==> src/rtl/cache_pkg.sv <==
// Shared types and helpers for the direct-mapped write-through cache controller.
// Holds the FSM state encoding, index-width helper and saturating increment.
// No logic of its own; imported by the array and the controller.
package cache_pkg;

  typedef enum logic [1:0] {
    IDLE   = 2'd0,
    LOOKUP = 2'd1,
    MEM_RD = 2'd2,
    MEM_WR = 2'd3
  } cache_state_t;

  function automatic int index_bits(input int lines);
    return $clog2(lines);
  endfunction

  // Statistics counters stick at all-ones instead of wrapping.
  function automatic logic [15:0] sat_inc(input logic [15:0] v);
    return (v == 16'hFFFF) ? v : v + 16'd1;
  endfunction

endpackage

==> src/rtl/cache_line_array.sv <==
// Valid/tag/data storage for a direct-mapped cache, one word per line.
// Read is combinational by index; write and clear-all take effect on the next edge.
// Clear only touches valid bits and has priority over a same-cycle write.
module cache_line_array #(
  parameter int LINES      = 16,
  parameter int INDEX_BITS = 4,
  parameter int TAG_BITS   = 10,
  parameter int DATA_WIDTH = 16
) (
  input  logic                  clk,
  input  logic                  clear,
  input  logic                  wr_en,
  input  logic [INDEX_BITS-1:0] wr_idx,
  input  logic [TAG_BITS-1:0]   wr_tag,
  input  logic [DATA_WIDTH-1:0] wr_data,
  input  logic [INDEX_BITS-1:0] rd_idx,
  output logic                  rd_valid,
  output logic [TAG_BITS-1:0]   rd_tag,
  output logic [DATA_WIDTH-1:0] rd_data
);

  logic [LINES-1:0]      valid_q;
  logic [TAG_BITS-1:0]   tag_mem  [LINES];
  logic [DATA_WIDTH-1:0] data_mem [LINES];

  // Valid bits: bulk clear (reset/flush) wins, otherwise a write marks the line resident.
  always_ff @(posedge clk) begin
    if (clear) begin
      valid_q <= '0;
    end else if (wr_en) begin
      valid_q[wr_idx] <= 1'b1;
    end
  end

  // Tag/data payload is never reset; the valid bit alone qualifies it.
  always_ff @(posedge clk) begin
    if (wr_en) begin
      tag_mem[wr_idx]  <= wr_tag;
      data_mem[wr_idx] <= wr_data;
    end
  end

  assign rd_valid = valid_q[rd_idx];
  assign rd_tag   = tag_mem[rd_idx];
  assign rd_data  = data_mem[rd_idx];

endmodule

==> src/rtl/cache_controller.sv <==
// Direct-mapped, write-through, no-write-allocate cache between CPU and sync RAM.
// Latency: read hit 2, read miss 2+MEM_LAT, write 3 cycles from request to cpu_ready.
// One access in flight; new requests accepted only in IDLE, cpu_ready is a single pulse.
module cache_controller
  import cache_pkg::*;
#(
  parameter int ADDR_WIDTH = 14,
  parameter int DATA_WIDTH = 16,
  parameter int LINES      = 16,
  parameter int MEM_LAT    = 1
) (
  input  logic                  clk,
  input  logic                  rst,
  input  logic                  cpu_req,
  input  logic                  cpu_we,
  input  logic [ADDR_WIDTH-1:0] cpu_addr,
  input  logic [DATA_WIDTH-1:0] cpu_wdata,
  output logic [DATA_WIDTH-1:0] cpu_rdata,
  output logic                  cpu_ready,
  output logic                  cpu_hit,
  input  logic                  flush,
  output logic                  mem_cs,
  output logic                  mem_we,
  output logic                  mem_oe,
  output logic [ADDR_WIDTH-1:0] mem_addr,
  output logic [DATA_WIDTH-1:0] mem_wdata,
  input  logic [DATA_WIDTH-1:0] mem_rdata,
  output logic [15:0]           hit_count,
  output logic [15:0]           miss_count
);

  localparam int INDEX_BITS = index_bits(LINES);
  localparam int TAG_BITS   = ADDR_WIDTH - INDEX_BITS;
  localparam int CNT_W      = (MEM_LAT > 1) ? $clog2(MEM_LAT) : 1;

  cache_state_t state_q, state_d;

  logic                  req_we_q, req_we_d;
  logic [ADDR_WIDTH-1:0] req_addr_q, req_addr_d;
  logic [DATA_WIDTH-1:0] req_wdata_q, req_wdata_d;
  logic                  wr_hit_q, wr_hit_d;
  logic [CNT_W-1:0]      cnt_q, cnt_d;

  logic [DATA_WIDTH-1:0] cpu_rdata_d, mem_wdata_d;
  logic [ADDR_WIDTH-1:0] mem_addr_d;
  logic                  cpu_ready_d, cpu_hit_d, mem_cs_d, mem_we_d, mem_oe_d;
  logic [15:0]           hit_cnt_q, hit_cnt_d, miss_cnt_q, miss_cnt_d;

  logic                  line_wr, flush_clr;
  logic [DATA_WIDTH-1:0] line_wr_data;
  logic                  rd_valid;
  logic [TAG_BITS-1:0]   rd_tag;
  logic [DATA_WIDTH-1:0] rd_data;
  logic                  hit;

  wire [INDEX_BITS-1:0] req_idx = req_addr_q[INDEX_BITS-1:0];
  wire [TAG_BITS-1:0]   req_tag = req_addr_q[ADDR_WIDTH-1:INDEX_BITS];

  assign hit = rd_valid && (rd_tag == req_tag);

  // Reset aborts an access without touching the line, and also clears every valid bit.
  cache_line_array #(
    .LINES      (LINES),
    .INDEX_BITS (INDEX_BITS),
    .TAG_BITS   (TAG_BITS),
    .DATA_WIDTH (DATA_WIDTH)
  ) u_lines (
    .clk      (clk),
    .clear    (rst | flush_clr),
    .wr_en    (line_wr & ~rst),
    .wr_idx   (req_idx),
    .wr_tag   (req_tag),
    .wr_data  (line_wr_data),
    .rd_idx   (req_idx),
    .rd_valid (rd_valid),
    .rd_tag   (rd_tag),
    .rd_data  (rd_data)
  );

  // Next-state and next-output logic; registered outputs hold unless a state updates them.
  always_comb begin
    state_d      = state_q;
    req_we_d     = req_we_q;
    req_addr_d   = req_addr_q;
    req_wdata_d  = req_wdata_q;
    wr_hit_d     = wr_hit_q;
    cnt_d        = cnt_q;
    cpu_rdata_d  = cpu_rdata;
    cpu_ready_d  = 1'b0;
    cpu_hit_d    = 1'b0;
    mem_cs_d     = mem_cs;
    mem_we_d     = mem_we;
    mem_oe_d     = mem_oe;
    mem_addr_d   = mem_addr;
    mem_wdata_d  = mem_wdata;
    hit_cnt_d    = hit_cnt_q;
    miss_cnt_d   = miss_cnt_q;
    line_wr      = 1'b0;
    line_wr_data = mem_rdata;
    flush_clr    = 1'b0;
    case (state_q)
      IDLE: begin
        if (flush) begin
          flush_clr = 1'b1;
        end else if (cpu_req) begin
          req_we_d    = cpu_we;
          req_addr_d  = cpu_addr;
          req_wdata_d = cpu_wdata;
          state_d     = LOOKUP;
        end
      end
      LOOKUP: begin
        if (req_we_q) begin
          mem_cs_d    = 1'b1;
          mem_we_d    = 1'b1;
          mem_oe_d    = 1'b0;
          mem_addr_d  = req_addr_q;
          mem_wdata_d = req_wdata_q;
          wr_hit_d    = hit;
          if (hit) hit_cnt_d = sat_inc(hit_cnt_q);
          state_d     = MEM_WR;
        end else if (hit) begin
          cpu_rdata_d = rd_data;
          cpu_ready_d = 1'b1;
          cpu_hit_d   = 1'b1;
          hit_cnt_d   = sat_inc(hit_cnt_q);
          state_d     = IDLE;
        end else begin
          mem_cs_d    = 1'b1;
          mem_oe_d    = 1'b1;
          mem_addr_d  = req_addr_q;
          cnt_d       = '0;
          miss_cnt_d  = sat_inc(miss_cnt_q);
          state_d     = MEM_RD;
        end
      end
      MEM_RD: begin
        cnt_d = cnt_q + CNT_W'(1);
        if (cnt_q == CNT_W'(MEM_LAT - 1)) begin
          line_wr     = 1'b1;
          cpu_rdata_d = mem_rdata;
          cpu_ready_d = 1'b1;
          mem_cs_d    = 1'b0;
          mem_oe_d    = 1'b0;
          state_d     = IDLE;
        end
      end
      MEM_WR: begin
        // No-write-allocate: only a resident line picks up the new word.
        line_wr      = wr_hit_q;
        line_wr_data = req_wdata_q;
        cpu_ready_d  = 1'b1;
        cpu_hit_d    = wr_hit_q;
        mem_cs_d     = 1'b0;
        mem_we_d     = 1'b0;
        mem_oe_d     = 1'b1;
        state_d      = IDLE;
      end
      default: state_d = IDLE;
    endcase
  end

  // State, request latch and registered outputs.
  always_ff @(posedge clk) begin
    if (rst) begin
      state_q     <= IDLE;
      req_we_q    <= 1'b0;
      req_addr_q  <= '0;
      req_wdata_q <= '0;
      wr_hit_q    <= 1'b0;
      cnt_q       <= '0;
      cpu_rdata   <= '0;
      cpu_ready   <= 1'b0;
      cpu_hit     <= 1'b0;
      mem_cs      <= 1'b0;
      mem_we      <= 1'b0;
      mem_oe      <= 1'b0;
      mem_addr    <= '0;
      mem_wdata   <= '0;
      hit_cnt_q   <= '0;
      miss_cnt_q  <= '0;
    end else begin
      state_q     <= state_d;
      req_we_q    <= req_we_d;
      req_addr_q  <= req_addr_d;
      req_wdata_q <= req_wdata_d;
      wr_hit_q    <= wr_hit_d;
      cnt_q       <= cnt_d;
      cpu_rdata   <= cpu_rdata_d;
      cpu_ready   <= cpu_ready_d;
      cpu_hit     <= cpu_hit_d;
      mem_cs      <= mem_cs_d;
      mem_we      <= mem_we_d;
      mem_oe      <= mem_oe_d;
      mem_addr    <= mem_addr_d;
      mem_wdata   <= mem_wdata_d;
      hit_cnt_q   <= hit_cnt_d;
      miss_cnt_q  <= miss_cnt_d;
    end
  end

  assign hit_count  = hit_cnt_q;
  assign miss_count = miss_cnt_q;

endmodule

==> config.mk <==
export PLATFORM = sky130hd
export DESIGN_NAME = cache_controller
export DESIGN_NICKNAME = d
export VERILOG_FILES = /design/src/rtl/cache_pkg.sv /design/src/rtl/cache_line_array.sv /design/src/rtl/cache_controller.sv
export SDC_FILE = /design/constraint.sdc
export NUM_CORES = 1
export LEC_CHECK = 0
export ABC_AREA = 1
export BUFFER_PORTS_ARGS = -buffer_cell sky130_fd_sc_hd__buf_2
export CORE_MARGIN = 4
export CORE_UTILIZATION = 60
export CTS_CLUSTER_DIAMETER = 50
export CTS_CLUSTER_SIZE = 8
export DETAILED_ROUTE_END_ITERATION = 8
export PLACE_DENSITY = 0.79
export SYNTH_ARGS = -nofsm -noshare
export SYNTH_HDL_FRONTEND = slang
export SYNTH_SLANG_ARGS = --single-unit
==> constraint.sdc <==
create_clock -name clk -period 4.5 [get_ports clk]
set_clock_uncertainty 0.2 [all_clocks]
set_input_delay 0.225 -clock clk [delete_from_list [all_inputs] [get_ports clk]]
set_output_delay 0.225 -clock clk [all_outputs]
set_load 0.01 [all_outputs]
[After elaboration in Yosys (flattened, before gate mapping)]
Memories as Yosys holds them, arrays and structs flattened. A register that Yosys moved wholly into a read port is not among the register bits.
Cells that the tools add are included.
Storage, ports and cells
  memories kept: 2
  flip-flop bits (word level): 134
  output and inout bits: 83
  bits in latches: 0
  ROM bits: 0
  input bits: 51
  word-level logic and storage cells: 106
  bits in writable memories: 416
Cells by class
  $add $sub $neg: 3
  muxes and demuxes: 42
  order comparisons: 2
  div/mod/pow operators: 0
  multipliers: 0
  reductions and logical operators: 16
  shift-type cells: 0
  bitwise operators: 9
  eq/ne operators: 15
Memory list
  u_lines.data_mem: depth 16, bits a word 16, read ports 1, clocked after Yosys merged registers in 1, wr ports 1, RTL line cache_line_array.sv:24  | logic [DATA_WIDTH-1:0] data_mem [LINES];
  u_lines.tag_mem: depth 16, bits a word 10, read ports 1, clocked after Yosys merged registers in 1, wr ports 1, RTL line cache_line_array.sv:23  | logic [TAG_BITS-1:0] tag_mem [LINES];
Operators with widths (number)
  2-to-1 mux 16 bit: 4
  adder 16 x 1 -> 16 bit, second input constant: 2
  == test 16 bit, second input constant: 2
  case mux 16 bit (2 select lines): 1
  2-to-1 mux 14 bit: 2
  2-to-1 mux 1 bit: 16
  2-to-1 mux 4 bit: 4
  inequality test 2 bit, second input constant: 8
  bitwise OR 16 bit: 1
  AND reduction 3 bit: 5
  == test 10 bit: 1
  2-to-1 mux 2 bit: 5
  case mux 1 bit (3 select lines): 3
  case mux 1 bit (2 select lines): 4
  case mux 2 bit (4 select lines): 1
  AND reduction 4 bit: 2
  NOT 1 bit: 6
  AND reduction 2 bit: 3
  less-than comparator 4 x 5 -> 1 bit, second input constant: 1
  binary-select mux 1 bit (select 4 bit): 1
  demux 1 bit (select 4 bit): 1
  == test 2 bit, second input constant: 2
  >= comparator 4 x 1 -> 1 bit, second input constant: 1
  nonzero test 2 bit: 2
  8 further kinds: 9

[Logic depth before layout (Yosys ltp)]
Gate-level depths: netlist (run 1).
  depth after elaboration: 6
  gate-level depth with buffers: 22
  depth with buffers taken out: 18

[Hierarchy]
A second synthesis (run 1) with hierarchy kept.
Second synthesis, totals
  cells, all modules: 2674
  area total of the unflattened synthesis: 24293.3 µm²
By module, submodules not included
  cache_line_array: instances 1, cells an instance 1809, area an instance 18527.8 µm²
  cache_controller: instances 1, cells an instance 865, area an instance 5765.5 µm²

[Worst setup path after synthesis (run 1)]
Ideal clock, no wire load.
  path type: reg2reg
  start: register state_q[1]
  end: memory u_lines.data_mem[1][0] (enable)
  arrival time: 2.989 ns
  required time: 3.856 ns
  stages on the path, launching flop included: 7
  clock period less this slack: 3.633 ns
  library setup time: 0.444 ns
  path slack: 0.867 ns
  cell sequence: dfxtp_1 > inv_1 > nor2_1 > inv_1 > o21ai_0 > nand2_1 > nor3_1
Between the ends
  cells in the longest elaborated chain, start to end: 5
  elaborated cells on any way between the ends: 6
  those cells by class: 2 x eq/ne; 3 x mux; 1 x bitwise
RTL lines
  start, declared: RTL line cache_controller.sv:36  | cache_state_t state_q, state_d;
  start signal, assigned: RTL line cache_controller.sv:183  | state_q <= state_d;
  == test 2 bit: RTL line cache_controller.sv:101  | case (state_q)
  case mux 1 bit (2 select lines) (*): RTL line cache_controller.sv:101
  bitwise AND 1 bit (*): RTL line cache_controller.sv:70  | .wr_en (line_wr & ~rst),
  2-to-1 mux 1 bit (*): RTL line cache_line_array.sv:37  | if (wr_en) begin
  2-to-1 mux 1 bit (implied by the code) (*): RTL line cache_line_array.sv:39  | data_mem[wr_idx] <= wr_data;
  end, declared: RTL line cache_line_array.sv:24
Every way passes the cells marked *; elsewhere a longest branch is shown, timed or not.

==> impl_metrics.tcl, run 1 <==
set metrics [dict create \
    synth_area_leader_cell "edfxtp_1" \
    gp_congestion 0.884 \
    netSwitchingPower_uw 3050 \
    met3WireLength_mm 7.74 \
    setup_viol_count_final 0 \
    start_kind "flip-flop" \
    hold_path_depth 5 \
    first_iter_violations 2545 \
    cts_num_sinks 554 \
    drv_cap 0 \
    period_needed_ns 3.75 \
    relSlewSlack_pct 20.5 \
    start_util_pct 60.9 \
    clockRootBuffer "clkbuf_16" \
    critPathMaxFanout 50 \
    comb_power_share_pct 8.9 \
    setup_slack_ns 0.754 \
    antenna_cells 0 \
    ys_warn_count 0 \
    power_leakage_uw 0.0105 \
    antenna_found_initial 0 \
    vias 18127 \
    ys_top_cells_by_area "edfxtp_1 (54%), dfxtp_1 (12%), nand2_1 (6.7%)" \
    cts_max_level 3 \
    worstSetupPathType "flip-flop to flip-flop" \
    synth_top_area_share_pct 54.3 \
    hp-class "input pin to flip-flop" \
    cp.arrival_ns 4.07 \
    ys_ff_latch 554 \
    hold_viol 0 \
    via_per_inst 6.01 \
    worst_slew_pin_slew_ns 1.19 \
    drive_above_1_share_pct 12.6 \
    grt_max_degree 187 \
    fin_crit_sh_pct 83.3 \
    drt-pass1-iter-count 7 \
    avgRoutedWirePerCell_um 21.5 \
    syn-num-nets 2308 \
    drc 0 \
    die_w_um 204 \
    fin_cells 3015 \
    final_nets 2494 \
    numCtsBuffers 80 \
    core_area_um2 37800 \
    ys_types 37 \
    clockBufferDepth 3 \
    clock_power_share_pct 45.3 \
    multi_input_area_um2 6590 \
    end_kind "flip-flop" \
    syn_inst 2255 \
    ant_nets 0 \
    clkLatencyLatePin_ns 0.60 \
    mostFrequentLayoutCell "edfxtp_1" \
    rsz0062_at_grt "false" \
    synth_area_um2 23000 \
    ys_seq_area_share_pct 66.3 \
    fill_cells 2436 \
    fin_setup_tns_ns 0 \
    syn_area_per_cell_um2 10.2 \
    grt-ovfl-total 0 \
    drv_slew 0 \
    register_area_um2 15300 \
    timing.fmax_ghz 0.267 \
    m1WireLength_mm 23.5 \
    final_cell_mix "edfxtp_1 (416), nand2_1 (409), nor2_1 (356)" \
    ir_worst_vdd_uv 315 \
    dieHeight_um 204 \
    swShare_pct 24.4 \
    dr_wl_met2_mm 30.8 \
    internal_power_uw 9430 \
    port_buffers 133 \
    die-area_um2 41500 \
    drt_wl_total_mm 64.7 \
    num_rows 71 \
    r2r_cells 16 \
    outcome "complete, no violations" \
    preCtsSetupSlack_ns 0.943 \
    maxUsedRoutingLayer "met4" \
    grt_pass1_vias 17980 \
    cp_data_required_time_ns 4.82 \
    syn_to_final_growth_pct 17.7 \
    cts.clk_slew.worst_paths_ns 0.05 \
    dp_cells 2820 \
    grt_pass1_wl_mm 99.8 \
    hpwl_mm 36.0 \
    io_pins 134 \
    cellPowerDensity_nw_per_um2 461 \
    grt_usage_pct 30.9 \
    pwr-share-seq_pct 45.8 \
    cts_tree "yes" \
]
cells in the mapped netlist, drive strengths merged:
master,count
dfxtp,138
nor2,372
nor3b,2
clkinv,5
buf,47
or2,2
nand3,160
xor2,10
clkbuf,79
nand4,21
o221ai,47
nor3,11
nand2,414
ha,2
nor4,4
o22ai,17
xnor2,4
o21ba,5
a31oi,8
o211ai,10
o21ai,232
o21bai,1
a21oi,80
edfxtp,416
inv,168
power by group through the flow:
stage / registers (µW) / logic [µW] / clock network [µW]
after global routing: 5720 / 1210 / 5940
after detailed placement: 5800 / 1030 / 0
after global placement: 5800 / 996 / 0
after CTS: 5710 / 1080 / 5640
final: 5710 / 1110 / 5660
after floorplan: 5780 / 700 / 0
repair_timing:
action	CTS	global route
endpoints found under the setup margin	0	0
resized for setup	0	0
buffers inserted	0	0
hold endpoints to repair	72	0
hold buffers	50	0
layout make-up:
cell class              count  share of cell area [%]
clock inverters             9                   0.546
flip-flops and latches    554                    56.4
well taps                 511                    2.36
multi-input cells        1402                    24.3
clock buffers             136                    8.29
repair buffers            230                    5.66
inverters                 173                    2.41
registers in the layout, summed over array words and instances (netlist names), named ones only:
register and flops:
req_wdata_q 16, mem_wdata 16, mem_cs 1, req_we_q 1, cpu_hit 1, cpu_ready 1, cnt_q 1, mem_we 1
u_lines.tag_mem 160, state_q 2, u_lines.valid_q 16, req_addr_q 14, mem_oe 1, hit_count 16, mem_addr 14, u_lines.data_mem 256
miss_count 16, cpu_rdata 16, wr_hit_q 1
metal layers:
metal / track usage (%) / vias to the layer above
li1: - / 8123
met1: 40.8 / 8526
met2: 50.1 / 1249
met3: 6.47 / 229
met4: 13.2 / 0
met5: 0 / -
cell families after synthesis:
logic type               count (synthesis)  share of synthesized area [%]
adder cells (fa/ha/maj)                  2                          0.109
AO/OA/AOI/OAI                          400                           9.85
flip-flops                             554                           66.3
AND/OR/NAND/NOR                        986                           17.7
buffers and inverters                  299                           5.48
XOR/XNOR                                14                          0.533
worst max-delay path, cell delays in order (launching register included):
cell,delay (ns)
dfxtp_2,0.33
buf_4,0.46
buf_4,0.60
nand3_1,0.16
nand3_1,0.11
nand3_1,0.11
nand3_1,0.18
nand2_1,0.12
inv_2,0.07
nand3_2,0.09
nor2_4,0.20
nand2_4,0.18
nand2_2,0.14
nand2_4,0.13
inv_2,0.30
nor2_1,0.08
nor2_1,0.16
worst paths after layout:
kind	to	startpoint	slack (ns)
min	u_lines.valid_q[3]	flush	0.04
max reg2reg	mem_addr[13]	flip-flop	0.75
max	mem_addr[13]	flip-flop	0.75
min reg2reg	u_lines.valid_q[8]	u_lines.valid_q[8]	0.26
per-stage QoR:
step / total power, µW / hold slack (ns) / utilization (%) / instance area [µm²]
final: 12500 / 0.0404 / 71.7 / 27100
after detailed placement: 6830 / 0.246 / 64.0 / 24200
after global placement: 6800 / 0.239 / 64.0 / 24200
after global routing: 12900 / 0.0747 / 71.7 / 27100
after floorplan: 6480 / 0.160 / - / 23000
after CTS: 12400 / 0.0267 / 71.7 / 27100
Power figures use the tool's default switching activity.
==> run 2, diff against run 1 <==
--- a/config.mk
+++ b/config.mk
@@ -8,11 +8,11 @@
 export ABC_AREA = 1
 export BUFFER_PORTS_ARGS = -buffer_cell sky130_fd_sc_hd__buf_2
 export CORE_MARGIN = 4
-export CORE_UTILIZATION = 60
+export CORE_UTILIZATION = 55
 export CTS_CLUSTER_DIAMETER = 50
 export CTS_CLUSTER_SIZE = 8
 export DETAILED_ROUTE_END_ITERATION = 8
-export PLACE_DENSITY = 0.79
+export PLACE_DENSITY = 0.76
 export SYNTH_ARGS = -nofsm -noshare
 export SYNTH_HDL_FRONTEND = slang
 export SYNTH_SLANG_ARGS = --single-unit
==> constraint.sdc (replaced) <==
create_clock -name clk -period 3.3 [get_ports clk]
set_clock_uncertainty 0.2 [all_clocks]
set_input_delay 0.165 -clock clk [delete_from_list [all_inputs] [get_ports clk]]
set_output_delay 0.165 -clock clk [all_outputs]
set_load 0.01 [all_outputs]
==> impl_metrics.tcl, run 2 (synthesis results as in run 1) <==
set metrics [dict create \
    outcome "complete, no violations" \
    cp_data_required_time_ns 3.60 \
    final_nets 2517 \
    die_w_um 212 \
    grt_pass1_wl_mm 101 \
    dp_cells 2864 \
    numCtsBuffers 79 \
    clockRootBuffer "clkbuf_16" \
    start_util_pct 55.9 \
    ant_nets 0 \
    vias 18062 \
    drc 0 \
    critPathMaxFanout 41 \
    r2r_cells 18 \
    internal_power_uw 12800 \
    worst_slew_pin_slew_ns 0.973 \
    avgRoutedWirePerCell_um 21.7 \
    preCtsSetupSlack_ns 0.163 \
    first_iter_violations 2325 \
    relSlewSlack_pct 35.2 \
    clockBufferDepth 3 \
    syn_to_final_growth_pct 19.4 \
    clock_power_share_pct 44.7 \
    io_pins 134 \
    antenna_found_initial 0 \
    grt-ovfl-total 0 \
    num_rows 74 \
    antenna_cells 0 \
    pwr-share-seq_pct 45.8 \
    final_cell_mix "edfxtp_1 (416), nand2_1 (409), nor2_1 (355)" \
    hpwl_mm 38.3 \
    grt_pass1_vias 17711 \
    fin_setup_tns_ns 0 \
    swShare_pct 24.2 \
    period_needed_ns 3.11 \
    drv_slew 0 \
    top_register "u_lines.data_mem" \
    gp_congestion 0.870 \
    rsz0062_at_grt "false" \
    end_kind "flip-flop" \
    cts_max_level 3 \
    cellPowerDensity_nw_per_um2 617 \
    start_kind "flip-flop" \
    cp.arrival_ns 3.41 \
    drive_above_1_share_pct 13.4 \
    clkLatencyLatePin_ns 0.58 \
    power_leakage_uw 0.0107 \
    fin_cells 3056 \
    hp-class "input pin to flip-flop" \
    setup_slack_ns 0.187 \
    ir_worst_vdd_uv 480 \
    drt_wl_total_mm 66.2 \
    drv_cap 0 \
    worstSetupPathType "flip-flop to flip-flop" \
    timing.fmax_ghz 0.321 \
    fin_crit_sh_pct 94.3 \
    largest_reg_flops 256 \
    setup_viol_count_final 0 \
    hold_path_depth 4 \
    grt_max_degree 105 \
    drt-pass1-iter-count 6 \
    core_area_um2 41100 \
    die-area_um2 45100 \
    post_cts_buffers 0 \
    largest_registers "u_lines.data_mem (256), u_lines.tag_mem (160)" \
    cts_tree "yes" \
    netSwitchingPower_uw 4090 \
    cts.clk_slew.worst_paths_ns 0.05 \
    dieHeight_um 212 \
    hold_viol 0 \
    port_buffers 133 \
    utilization_pct 66.8 \
    via_per_inst 5.91 \
    cts_num_sinks 554 \
    grt_usage_pct 29.1 \
    comb_power_share_pct 9.5 \
    mostFrequentLayoutCell "edfxtp_1" \
]
[run 2: final timing paths]
check / from / endpoint / slack (ns)
min reg2reg: u_lines.valid_q[2] / u_lines.valid_q[2] / 0.25
max: flip-flop / cpu_rdata[3] / 0.19
max reg2reg: flip-flop / cpu_rdata[3] / 0.19
min: cpu_wdata[4] / req_wdata_q[4] / 0.14
[run 2: power by group through the flow]
stage	clock, µW	combinational [µW]	sequential (µW)
2_1_floorplan	0	955	7880
3_3_place_gp	0	1470	7880
3_5_place_dp	0	1510	7880
4_1_cts	7590	1580	7750
5_1_grt	7950	1750	7760
6_report	7560	1610	7760
[run 2: timing repair]
| action | CTS | global route |
|---|---|---|
| endpoints found under the setup margin | 0 | 12 |
| hold buffers | 51 | 0 |
| gates resized for setup | 0 | 7 |
| hold endpoints to repair | 99 | 0 |
[run 2: worst max-delay path, cell delays in order (launching register included)]
cell and delay, ns:
dfxtp_4 0.45, inv_4 0.07, buf_12 0.18, or2_0 0.22, nand2_1 0.07, nand3_1 0.07, nand3_1 0.14, nand2_1 0.12
nand2_1 0.13, nand2_1 0.10, inv_2 0.06, nand3_2 0.07, nor2_4 0.20, nand3_4 0.14, nand2_4 0.26, nand2_4 0.21
nand2_1 0.11, nand2_1 0.06, nor2_1 0.15
[run 2: stage by stage]
| step | hold WS [ns] | total power, µW | area (µm²) |
|---|---|---|---|
| finish | 0.138 | 16900 | 27400 |
| global route | 0.180 | 17500 | 27400 |
| CTS | 0.128 | 16900 | 27400 |
| detailed placement | 0.192 | 9390 | 24600 |
| global placement | 0.187 | 9340 | 24600 |
| floorplan | 0.0999 | 8840 | 23000 |
[run 2: cell type report]
type / instances / area (µm²)
Tap cell: 532 / 666
Multi-Input combinational cell: 1402 / 6600
Fill cell: 2992 / 13700
Timing Repair Buffer: 254 / 1930
Clock buffer: 137 / 2300
Clock inverter: 4 / 35.0
Sequential cell: 554 / 15300
Inverter: 173 / 656
[run 2: layer usage]
layer | vias to the layer above | GRT usage (%) | wire [µm] | part of all wire (%)
li1 | 8168 | - | - | -
met1 | 8621 | 38.7 | 25000 | 38
met2 | 1117 | 47.8 | 32100 | 48
met3 | 156 | 5.62 | 6890 | 10
met4 | 0 | 11.2 | 2200 | 3.3
met5 | - | 0 | 0 | 0
